### src/rtl/multicycle_control.sv
// Multicycle controller for a small MIPS-subset datapath.
//
// Sequences each instruction through FETCH / DECODE / EXEC / MEM / WB and
// drives the datapath strobes. The instruction register lives here; every
// field output (register addresses, shamt, imm16, addr26) comes from it,
// never from the live memory bus.
//
// Ports
//   clk, rst_n             rising-edge clock, async active-low reset
//   instruction            instruction memory read data, latched on imem_ack in FETCH
//   imem_ack, dmem_ack     fetch / data access complete
//   alu_zero               ALU result is zero (branch decision in EXEC)
//   imem_req               fetch request
//   dmem_read, dmem_write  load / store request, held until dmem_ack
//   ir_write, pc_write     IR latch and PC update strobes
//   pc_src                 0 PC+4, 1 branch target, 2 {PC[31:28],addr26,00}, 3 reg A
//   reg_write, wb_src      register write strobe; 0 ALU, 1 memory, 2 PC+4
//   alu_src, alu_op        ALU operand select and operation
//   addr_a/addr_b/addr_in  register file read / write addresses
//   shamt, imm16, addr26   instruction fields for the datapath
//   illegal                one-cycle pulse in DECODE for unsupported encodings
//   state                  current FSM state code
//
// state  | meaning
// FETCH  | request instruction, wait for imem_ack, latch IR and PC+4
// DECODE | classify IR; unsupported encodings pulse illegal, back to FETCH
// EXEC   | ALU operation, branch decision, jump and link write
// MEM    | load/store request held until dmem_ack
// WB     | register file write for ALU ops and loads
// 5..7   | unreachable; return to FETCH

`ifndef OP_ADD
`define OP_ADD 3'd0
`endif
`ifndef OP_SUB
`define OP_SUB 3'd1
`endif
`ifndef OP_AND
`define OP_AND 3'd2
`endif
`ifndef OP_OR
`define OP_OR 3'd3
`endif
`ifndef OP_NOR
`define OP_NOR 3'd4
`endif
`ifndef OP_SLT
`define OP_SLT 3'd5
`endif
`ifndef OP_SLL
`define OP_SLL 3'd6
`endif
`ifndef OP_SRL
`define OP_SRL 3'd7
`endif
`ifndef ALU_SRC_DATA_B
`define ALU_SRC_DATA_B 2'd0
`endif
`ifndef ALU_SRC_SEXT
`define ALU_SRC_SEXT 2'd1
`endif
`ifndef ALU_SRC_ZEXT
`define ALU_SRC_ZEXT 2'd2
`endif

module multicycle_control #(
   parameter int REG_ADDR_W = 5,
   parameter int ALU_OP_W   = 3,
   parameter bit LINK_EN    = 1'b1
) (
   input  logic                  clk,
   input  logic                  rst_n,
   input  logic [31:0]           instruction,
   input  logic                  imem_ack,
   input  logic                  dmem_ack,
   input  logic                  alu_zero,
   output logic                  imem_req,
   output logic                  dmem_read,
   output logic                  dmem_write,
   output logic                  ir_write,
   output logic                  pc_write,
   output logic [1:0]            pc_src,
   output logic                  reg_write,
   output logic [1:0]            wb_src,
   output logic [1:0]            alu_src,
   output logic [ALU_OP_W-1:0]   alu_op,
   output logic [REG_ADDR_W-1:0] addr_a,
   output logic [REG_ADDR_W-1:0] addr_b,
   output logic [REG_ADDR_W-1:0] addr_in,
   output logic [4:0]            shamt,
   output logic [15:0]           imm16,
   output logic [25:0]           addr26,
   output logic                  illegal,
   output logic [2:0]            state
);

   typedef enum logic [2:0] {
      S_FETCH  = 3'd0,
      S_DECODE = 3'd1,
      S_EXEC   = 3'd2,
      S_MEM    = 3'd3,
      S_WB     = 3'd4
   } state_t;

   typedef enum logic [4:0] {
      I_ILL, I_ADD, I_SUB, I_AND, I_OR, I_NOR, I_SLT, I_SLL, I_SRL, I_JR,
      I_JALR, I_ADDI, I_ANDI, I_ORI, I_LW, I_SW, I_BEQ, I_BNE, I_J, I_JAL
   } kind_t;

   localparam logic [ALU_OP_W-1:0] ALU_ADD = ALU_OP_W'(`OP_ADD);
   localparam logic [ALU_OP_W-1:0] ALU_SUB = ALU_OP_W'(`OP_SUB);
   localparam logic [ALU_OP_W-1:0] ALU_AND = ALU_OP_W'(`OP_AND);
   localparam logic [ALU_OP_W-1:0] ALU_OR  = ALU_OP_W'(`OP_OR);
   localparam logic [ALU_OP_W-1:0] ALU_NOR = ALU_OP_W'(`OP_NOR);
   localparam logic [ALU_OP_W-1:0] ALU_SLT = ALU_OP_W'(`OP_SLT);
   localparam logic [ALU_OP_W-1:0] ALU_SLL = ALU_OP_W'(`OP_SLL);
   localparam logic [ALU_OP_W-1:0] ALU_SRL = ALU_OP_W'(`OP_SRL);

   localparam logic [1:0] SRC_DATA_B = `ALU_SRC_DATA_B;
   localparam logic [1:0] SRC_SEXT   = `ALU_SRC_SEXT;
   localparam logic [1:0] SRC_ZEXT   = `ALU_SRC_ZEXT;

   localparam logic [1:0] PC_SEQ    = 2'd0;
   localparam logic [1:0] PC_BRANCH = 2'd1;
   localparam logic [1:0] PC_JUMP   = 2'd2;
   localparam logic [1:0] PC_REG    = 2'd3;

   localparam logic [1:0] WB_ALU  = 2'd0;
   localparam logic [1:0] WB_MEM  = 2'd1;
   localparam logic [1:0] WB_LINK = 2'd2;

   localparam logic [REG_ADDR_W-1:0] R_LINK = REG_ADDR_W'(5'd31);

   state_t                  state_q, state_d;
   logic [31:0]             ir_q;
   logic                    ir_load;
   kind_t                   kind;
   logic [5:0]              opcode, funct;
   logic [REG_ADDR_W-1:0]   rs, rt, rd;

   logic [ALU_OP_W-1:0]     op_k;
   logic [1:0]              src_k;
   logic                    is_shift, is_load, is_store, is_branch;
   logic                    is_jump, is_jreg, is_link, dest_rd, taken;

   assign opcode  = ir_q[31:26];
   assign funct   = ir_q[5:0];
   assign rs      = REG_ADDR_W'(ir_q[25:21]);
   assign rt      = REG_ADDR_W'(ir_q[20:16]);
   assign rd      = REG_ADDR_W'(ir_q[15:11]);
   assign ir_load = (state_q == S_FETCH) && imem_ack;

   always_ff @(posedge clk or negedge rst_n) begin
      if (!rst_n) begin
         state_q <= S_FETCH;
         ir_q    <= '0;
      end else begin
         state_q <= state_d;
         if (ir_load) begin
            ir_q <= instruction;
         end
      end
   end

   always_comb begin
      kind = I_ILL;
      case (opcode)
         6'h00: begin
            case (funct)
               6'h20:   kind = I_ADD;
               6'h22:   kind = I_SUB;
               6'h24:   kind = I_AND;
               6'h25:   kind = I_OR;
               6'h27:   kind = I_NOR;
               6'h2A:   kind = I_SLT;
               6'h00:   kind = I_SLL;
               6'h02:   kind = I_SRL;
               6'h08:   kind = I_JR;
               6'h09:   kind = I_JALR;
               default: kind = I_ILL;
            endcase
         end
         6'h08:   kind = I_ADDI;
         6'h0C:   kind = I_ANDI;
         6'h0D:   kind = I_ORI;
         6'h23:   kind = I_LW;
         6'h2B:   kind = I_SW;
         6'h04:   kind = I_BEQ;
         6'h05:   kind = I_BNE;
         6'h02:   kind = I_J;
         6'h03:   kind = I_JAL;
         default: kind = I_ILL;
      endcase
   end

   always_comb begin
      op_k      = ALU_ADD;
      src_k     = SRC_DATA_B;
      is_shift  = 1'b0;
      is_load   = 1'b0;
      is_store  = 1'b0;
      is_branch = 1'b0;
      is_jump   = 1'b0;
      is_jreg   = 1'b0;
      is_link   = 1'b0;
      dest_rd   = 1'b0;
      case (kind)
         I_ADD:  begin op_k = ALU_ADD; dest_rd = 1'b1; end
         I_SUB:  begin op_k = ALU_SUB; dest_rd = 1'b1; end
         I_AND:  begin op_k = ALU_AND; dest_rd = 1'b1; end
         I_OR:   begin op_k = ALU_OR;  dest_rd = 1'b1; end
         I_NOR:  begin op_k = ALU_NOR; dest_rd = 1'b1; end
         I_SLT:  begin op_k = ALU_SLT; dest_rd = 1'b1; end
         I_SLL:  begin op_k = ALU_SLL; dest_rd = 1'b1; is_shift = 1'b1; end
         I_SRL:  begin op_k = ALU_SRL; dest_rd = 1'b1; is_shift = 1'b1; end
         I_JR:   begin is_jump = 1'b1; is_jreg = 1'b1; end
         I_JALR: begin is_jump = 1'b1; is_jreg = 1'b1; is_link = 1'b1; end
         I_ADDI: begin op_k = ALU_ADD; src_k = SRC_SEXT; end
         I_ANDI: begin op_k = ALU_AND; src_k = SRC_ZEXT; end
         I_ORI:  begin op_k = ALU_OR;  src_k = SRC_ZEXT; end
         I_LW:   begin op_k = ALU_ADD; src_k = SRC_SEXT; is_load = 1'b1; end
         I_SW:   begin op_k = ALU_ADD; src_k = SRC_SEXT; is_store = 1'b1; end
         I_BEQ:  begin op_k = ALU_SUB; is_branch = 1'b1; end
         I_BNE:  begin op_k = ALU_SUB; is_branch = 1'b1; end
         I_J:    begin is_jump = 1'b1; end
         I_JAL:  begin is_jump = 1'b1; is_link = 1'b1; end
         default: ;
      endcase
   end

   assign taken = (kind == I_BEQ) ? alu_zero : ~alu_zero;

   always_comb begin
      state_d    = S_FETCH;
      imem_req   = 1'b0;
      dmem_read  = 1'b0;
      dmem_write = 1'b0;
      ir_write   = 1'b0;
      pc_write   = 1'b0;
      pc_src     = PC_SEQ;
      reg_write  = 1'b0;
      wb_src     = WB_ALU;
      alu_src    = SRC_DATA_B;
      alu_op     = '0;
      addr_a     = rs;
      addr_b     = rt;
      addr_in    = '0;
      shamt      = '0;
      imm16      = ir_q[15:0];
      addr26     = ir_q[25:0];
      illegal    = 1'b0;
      state      = state_q;

      case (state_q)
         S_FETCH: begin
            imem_req = 1'b1;
            if (imem_ack) begin
               ir_write = 1'b1;
               pc_write = 1'b1;
               pc_src   = PC_SEQ;
               state_d  = S_DECODE;
            end else begin
               state_d  = S_FETCH;
            end
         end
         S_DECODE: begin
            if (kind == I_ILL) begin
               illegal = 1'b1;
               state_d = S_FETCH;
            end else begin
               state_d = S_EXEC;
            end
         end
         S_EXEC: begin
            alu_op  = op_k;
            alu_src = src_k;
            if (is_shift) begin
               shamt = ir_q[10:6];
            end
            if (is_branch) begin
               if (taken) begin
                  pc_write = 1'b1;
                  pc_src   = PC_BRANCH;
               end
               state_d = S_FETCH;
            end else if (is_jump) begin
               pc_write = 1'b1;
               pc_src   = is_jreg ? PC_REG : PC_JUMP;
               if (LINK_EN && is_link) begin
                  reg_write = 1'b1;
                  wb_src    = WB_LINK;
                  addr_in   = is_jreg ? rd : R_LINK;
               end
               state_d = S_FETCH;
            end else if (is_load || is_store) begin
               state_d = S_MEM;
            end else begin
               state_d = S_WB;
            end
         end
         S_MEM: begin
            dmem_read  = is_load;
            dmem_write = is_store;
            if (dmem_ack) begin
               state_d = is_load ? S_WB : S_FETCH;
            end else begin
               state_d = S_MEM;
            end
         end
         S_WB: begin
            reg_write = 1'b1;
            addr_in   = dest_rd ? rd : rt;
            wb_src    = is_load ? WB_MEM : WB_ALU;
            state_d   = S_FETCH;
         end
         default: state_d = S_FETCH;
      endcase

      // Reset kills every output combinationally, so an outstanding memory
      // request drops without waiting for a clock edge.
      if (!rst_n) begin
         state_d    = S_FETCH;
         imem_req   = 1'b0;
         dmem_read  = 1'b0;
         dmem_write = 1'b0;
         ir_write   = 1'b0;
         pc_write   = 1'b0;
         pc_src     = '0;
         reg_write  = 1'b0;
         wb_src     = '0;
         alu_src    = '0;
         alu_op     = '0;
         addr_a     = '0;
         addr_b     = '0;
         addr_in    = '0;
         shamt      = '0;
         imm16      = '0;
         addr26     = '0;
         illegal    = 1'b0;
         state      = '0;
      end
   end

endmodule

### config.mk
export PLATFORM = sky130hd
export DESIGN_NAME = multicycle_control
export DESIGN_NICKNAME = d
export VERILOG_FILES = /design/src/rtl/multicycle_control.sv
export SDC_FILE = /design/constraint.sdc
export NUM_CORES = 1
export LEC_CHECK = 0
export CORE_UTILIZATION = 45
export CTS_BUF_LIST = sky130_fd_sc_hd__clkbuf_8
export DETAILED_ROUTE_END_ITERATION = 6
export DONT_BUFFER_PORTS = 1
export HOLD_SLACK_MARGIN = 0.1
export PLACE_DENSITY = 0.6
export SLEW_MARGIN = 10
export SYNTH_ARGS = -nofsm -noshare
export SYNTH_HDL_FRONTEND = slang
export SYNTH_SLANG_ARGS = --single-unit
### constraint.sdc
create_clock -name clk -period 3.6 [get_ports clk]
set_clock_uncertainty 0.1 [all_clocks]
set_input_delay 1.08 -clock clk [delete_from_list [all_inputs] [get_ports clk]]
set_output_delay 1.08 -clock clk [all_outputs]
set_load 0.05 [all_outputs]
=== Yosys cells after proc, flatten, opt, wreduce, memory -nomap -nowiden ===
Index checks and enable logic that the tools add are counted.

* Input port bits: 37
* Word-level logic and storage cells: 136
* Output and inout bits: 81
* Flip-flop bits (word level): 35

* Eq/ne operators: 41
* Reduce and logical (&&, ||, !) cells: 17
* Mux-type cells: 75
* Bitwise gates (word level): 1

{| class="wikitable"
|+ Operators with widths
! operator !! number
|-
| $mux 5 || 11
|-
| $pmux 5 s10 || 1
|-
| $eq 6x6->1 const B || 8
|-
| $eq 5x4->1 const B || 8
|-
| $pmux 4 s10 || 1
|-
| $mux 1 || 33
|-
| $eq 6x4->1 const B || 5
|-
| $mux 3 || 9
|-
| $mux 26 || 1
|-
| $mux 2 || 11
|-
| $pmux 3 s7 || 1
|-
| $eq 5x3->1 const B || 4
|-
| $eq 5x5->1 const B || 4
|-
| $eq 6x2->1 const B || 3
|-
| $mux 16 || 1
|-
| $reduce_or 2->1 || 7
|-
| $eq 6x3->1 const B || 2
|-
| $logic_not 6->1 || 2
|-
| $pmux 3 s4 || 1
|-
| $eq 5x2->1 const B || 2
|-
| $pmux 5 s2 || 1
|-
| $pmux 2 s2 || 2
|-
| $reduce_or 8->1 || 1
|-
| $eq 3x2->1 const B || 2
|-
| 11 further kinds || 13
|}

=== Longest topological paths before layout ===
* Word-level depth: 12
* Mapped depth: 10
* Gate-level depth less buffers: 7

=== Worst setup path before layout ===
OpenSTA, ideal clock, no wires.

* Path type: input to output
* Start point: input rst_n
* End point: output alu_src[0]
* Path buffers: 1
* Data arrival time: 3946 ps
* Required time: 2420 ps
* Setup slack: -1526 ps
* Stages: 5
* Cell sequence: nand2b_1 -> clkbuf_1 -> nor2_1 -> nand2_1 -> a2111oi_0

* Longest elaborated chain between the ends: 1

{| class="wikitable"
|+ Ends and longest elaborated chain
! element !! RTL line !! RTL
|-
| start: declaration || 72 || <nowiki>input logic rst_n,</nowiki>
|-
| $mux 2 || 321 || <nowiki>if (!rst_n) begin</nowiki>
|-
| end: declaration || 85 || <nowiki>output logic [1:0] alu_src,</nowiki>
|}

Every way passes these cells.

=== Worst setup path in the final report ===
* Start point: register ir_q[5]
* End point: output pc_src[1]

* Longest elaborated chain between the ends: 10
* Elaborated cells on any way between the ends: 26
* Those cells by class: eq/ne (15); mux (8); reduce/logical (3)

{| class="wikitable"
|+ Ends and longest elaborated chain
! element !! RTL line !! RTL
|-
| start: declaration || 135 || <nowiki>logic [31:0] ir_q;</nowiki>
|-
| start signal: assignment || 160 || <nowiki>ir_q <= instruction;</nowiki>
|-
| $eq 6x4->1, or another cell as far along || 169 || <nowiki>case (funct)</nowiki>
|-
| $pmux 4 s10 (*) || 169 ||
|-
| $pmux 5 s10 (*) || 167 || <nowiki>case (opcode)</nowiki>
|-
| $eq 5x5->1 or $eq 5x4->1 (tied branches) || 207 || <nowiki>case (kind)</nowiki>
|-
| $reduce_or 4->1 (no line) || n/a ||
|-
| $mux 1 || 207 ||
|-
| $mux 2 || 286 || <nowiki>end else if (is_jump) begin</nowiki>
|-
| $mux 2 (*) || 280 || <nowiki>if (is_branch) begin</nowiki>
|-
| $mux 2 (*) || n/a ||
|-
| $mux 2 (*) || 321 ||
|-
| end: declaration || 82 || <nowiki>output logic [1:0] pc_src,</nowiki>
|}

Every way passes the cells marked *; elsewhere a longest branch is shown, timed or not.

==> impl_metrics.json <==
{
  "final_cell_area_mm2": 0.00400,
  "yosys.area.top_type": "dfrtp_1",
  "grt_antenna_before_repair": 0,
  "critPathCaptureType": "primary output",
  "worst_slew_pin_slew_ns": 0.522,
  "tns_ns": -6.17,
  "grt_use_met2_pct": 38.9,
  "crit_buf_inv": 3,
  "async_flop_share_pct": 100,
  "dr.pass1.iters": 4,
  "timing.final.crit_share_pct": 113,
  "numCtsBuffers": 5,
  "min_period_ns": 4.07,
  "final_core_util_pct": 67.5,
  "drt_iter0_markers": 137,
  "syn_area_per_cell_um2": 9.16,
  "grtUsageMet1_pct": 29.3,
  "grt_overflow": 0,
  "place_congestion": 0.844,
  "critPathArrivalTime_ns": 2.89,
  "wl_um": 7290,
  "row_count": 28,
  "first_global_vias": 2404,
  "synth_fp_nets": 337,
  "rsz0062_at_grt": "true",
  "avgViaCountPerCell": 5.59,
  "core_mm2": 0.00592,
  "crit_start": "ir_q[5]$_DFFE_PN0P_",
  "worst_slack_ns": -0.472,
  "cts_root_buffer": "clkbuf_8",
  "drv_cap": 0,
  "yosysWarnings": 0,
  "drive_gt1_share_pct": 56.0,
  "total_power_mw": 1.70,
  "startpoint_type": "register",
  "synth_most_common_cell": "dfrtp_1",
  "slew_headroom_pct": 64.6,
  "r2r_start": "ir_q[5]$_DFFE_PN0P_",
  "synth.yosys.seq_area_share_pct": 31.9,
  "io_pins": 118,
  "chipWidth_um": 80.2,
  "hold_path_class": "input port to async pin",
  "numPortBuffers": 0,
  "dp_hpwl_um": 5250,
  "required_ns": 2.42,
  "syn-instance-count": 300,
  "timing.critical_path.mode_cell": "buf_6",
  "insertedDiodeCount": 0,
  "crit_fanout": 7,
  "hold_ws_ns": 0.391,
  "top_usage_layer": "met2",
  "synth.area.top_cells": "dfrtp_1, mux2_2, and2_1, buf_4, a21oi_1",
  "grtUsageMet3_pct": 4.77,
  "crit_family": "compound AO/OA/AOI/OAI gates",
  "synthToLayoutAreaGrowth_pct": 45.3,
  "clk_latency_ns": 0.28,
  "peakVddDrop_mv": 0.333,
  "grt_max_degree": 66,
  "crit_slowest_cell": "or3_4",
  "syn_area_mm2": 0.00275,
  "violations": "setup timing",
  "nNetsFinal": 401,
  "clkSlewWorstSetupHoldPaths_ns": 0.06,
  "avgRoutedWirePerCell_um": 16.6,
  "synthFlopType": "dfrtp_1",
  "fp.dieH_um": 80.2,
  "hold_viol": 0,
  "dr_total_vias": 2454,
  "synth_edf_count": 0,
  "cts_hold_buf": 0,
  "grt_usage_pct": 23.1,
  "synthTopCellsByCount": "dfrtp_1, and2_1, mux2_2",
  "start_util_pct": 46.4,
  "final_antenna_net_count": 0,
  "ctsHtreeMaxLevel": 2,
  "drc_errors": 0,
  "fmax_ghz": 0.246,
  "yosysTopAreaCellShare_pct": 31.9,
  "maxSlewViolCount": 0,
  "tritoncts": "yes",
  "synth-seq-cells": 35,
  "status": "complete, but fails checks",
  "setup_violations": 19,
  "placed_cell_area_mm2": 0.00355,
  "cts_num_sinks": 35,
  "die-area_mm2": 0.00642,
  "power_density_mw_per_mm2": 425,
  "clk_path_buf_depth": 2,
  "max_stage_delay_ns": 0.45,
  "grt_first_pass_wirelength_um": 11500,
  "crit_chain": "buf_6 > mux2i_1 > a22o_2 > a211oi_4 > o32ai_2 > buf_4 > or3_4 > and2_4 > nor3_4 > buf_6",
  "synth_cell_types": 59,
  "leakagePower_nw": 1.67,
  "crit_type": "register to primary output"
}
## through the flow
| stage | setup slack [ns] | instances |
|---|---|---|
| detailed placement | -0.152 | 419 |
| CTS | -0.389 | 433 |
| floorplan | -0.384 | 300 |
| global route | -0.582 | 439 |
| finish | -0.472 | 439 |
| global placement | -0.104 | 419 |
## final timing paths
kind | cells after the start | endpoint | slack, ns
worst max-delay path | 10 | pc_src[1] | -0.47
worst min-delay path | 0 | state_q[2]$_DFF_PN0_ | 0.39
worst max register to register | 9 | state_q[2]$_DFF_PN0_ | 0.81
worst min register to register | 1 | ir_q[22]$_DFFE_PN0P_ | 0.41
max in group asynchronous | 0 | ir_q[2]$_DFFE_PN0P_ | 2.91
min in group clk | 1 | ir_q[22]$_DFFE_PN0P_ | 0.41
## per-layer routing
layer / part of all wire [%] / vias to the layer above
li1: - / 1171
met1: 41 / 1161
met2: 50 / 105
met3: 6.5 / 17
met4: 2.3 / 0
met5: 0 / -
## where the power goes
group	total [mW]	switching [mW]	leakage (nW)	internal (mW)
clock	0.282	0.132	0.0470	0.150
sequential	0.524	0.0648	0.416	0.459
combinational	0.893	0.553	1.21	0.340
## flip-flops by register name, summed over array words and instances (netlist names)
signal	cells
ir_q	32
state_q	3
## final cells by class
type                    count  area [µm²]
multi-input cells         207        1900
flip-flops and latches     35         876
clock inverters             1        5.00
clock buffers               6        82.6
inverters                   8        32.5
repair buffers            107        1010
fillers                   456        1930
well taps                  75        93.8
## placed cells by master (no fill, tap or decap), types with 7 or more instances in the layout
| cell | count |
|---|---|
| a21oi_1 | 9 |
| and2_1 | 28 |
| buf_12 | 10 |
| buf_4 | 78 |
| buf_6 | 17 |
| dfrtp_1 | 35 |
| inv_1 | 7 |
| mux2_2 | 29 |
| nand2_1 | 11 |
| nor2_1 | 11 |
## what timing repair did
action / in CTS / in global routing
pin swaps: 11 / 14
setup buffers: 8 / 8
cloned: 0 / 0
gates resized for setup: 37 / 24
endpoints found under the setup margin: 18 / 20
## cells by family (layout without fill, tap and decap cells)
logic type,count (synthesis),in the layout,synth area share (%)
xor+xnor,2,2,0.637
buf+inv,58,122,12.1
flops,35,35,31.9
simple gates,110,110,24.4
compound gates,60,60,16.9
mux,35,35,14.1
Power figures use the tool's default switching activity.
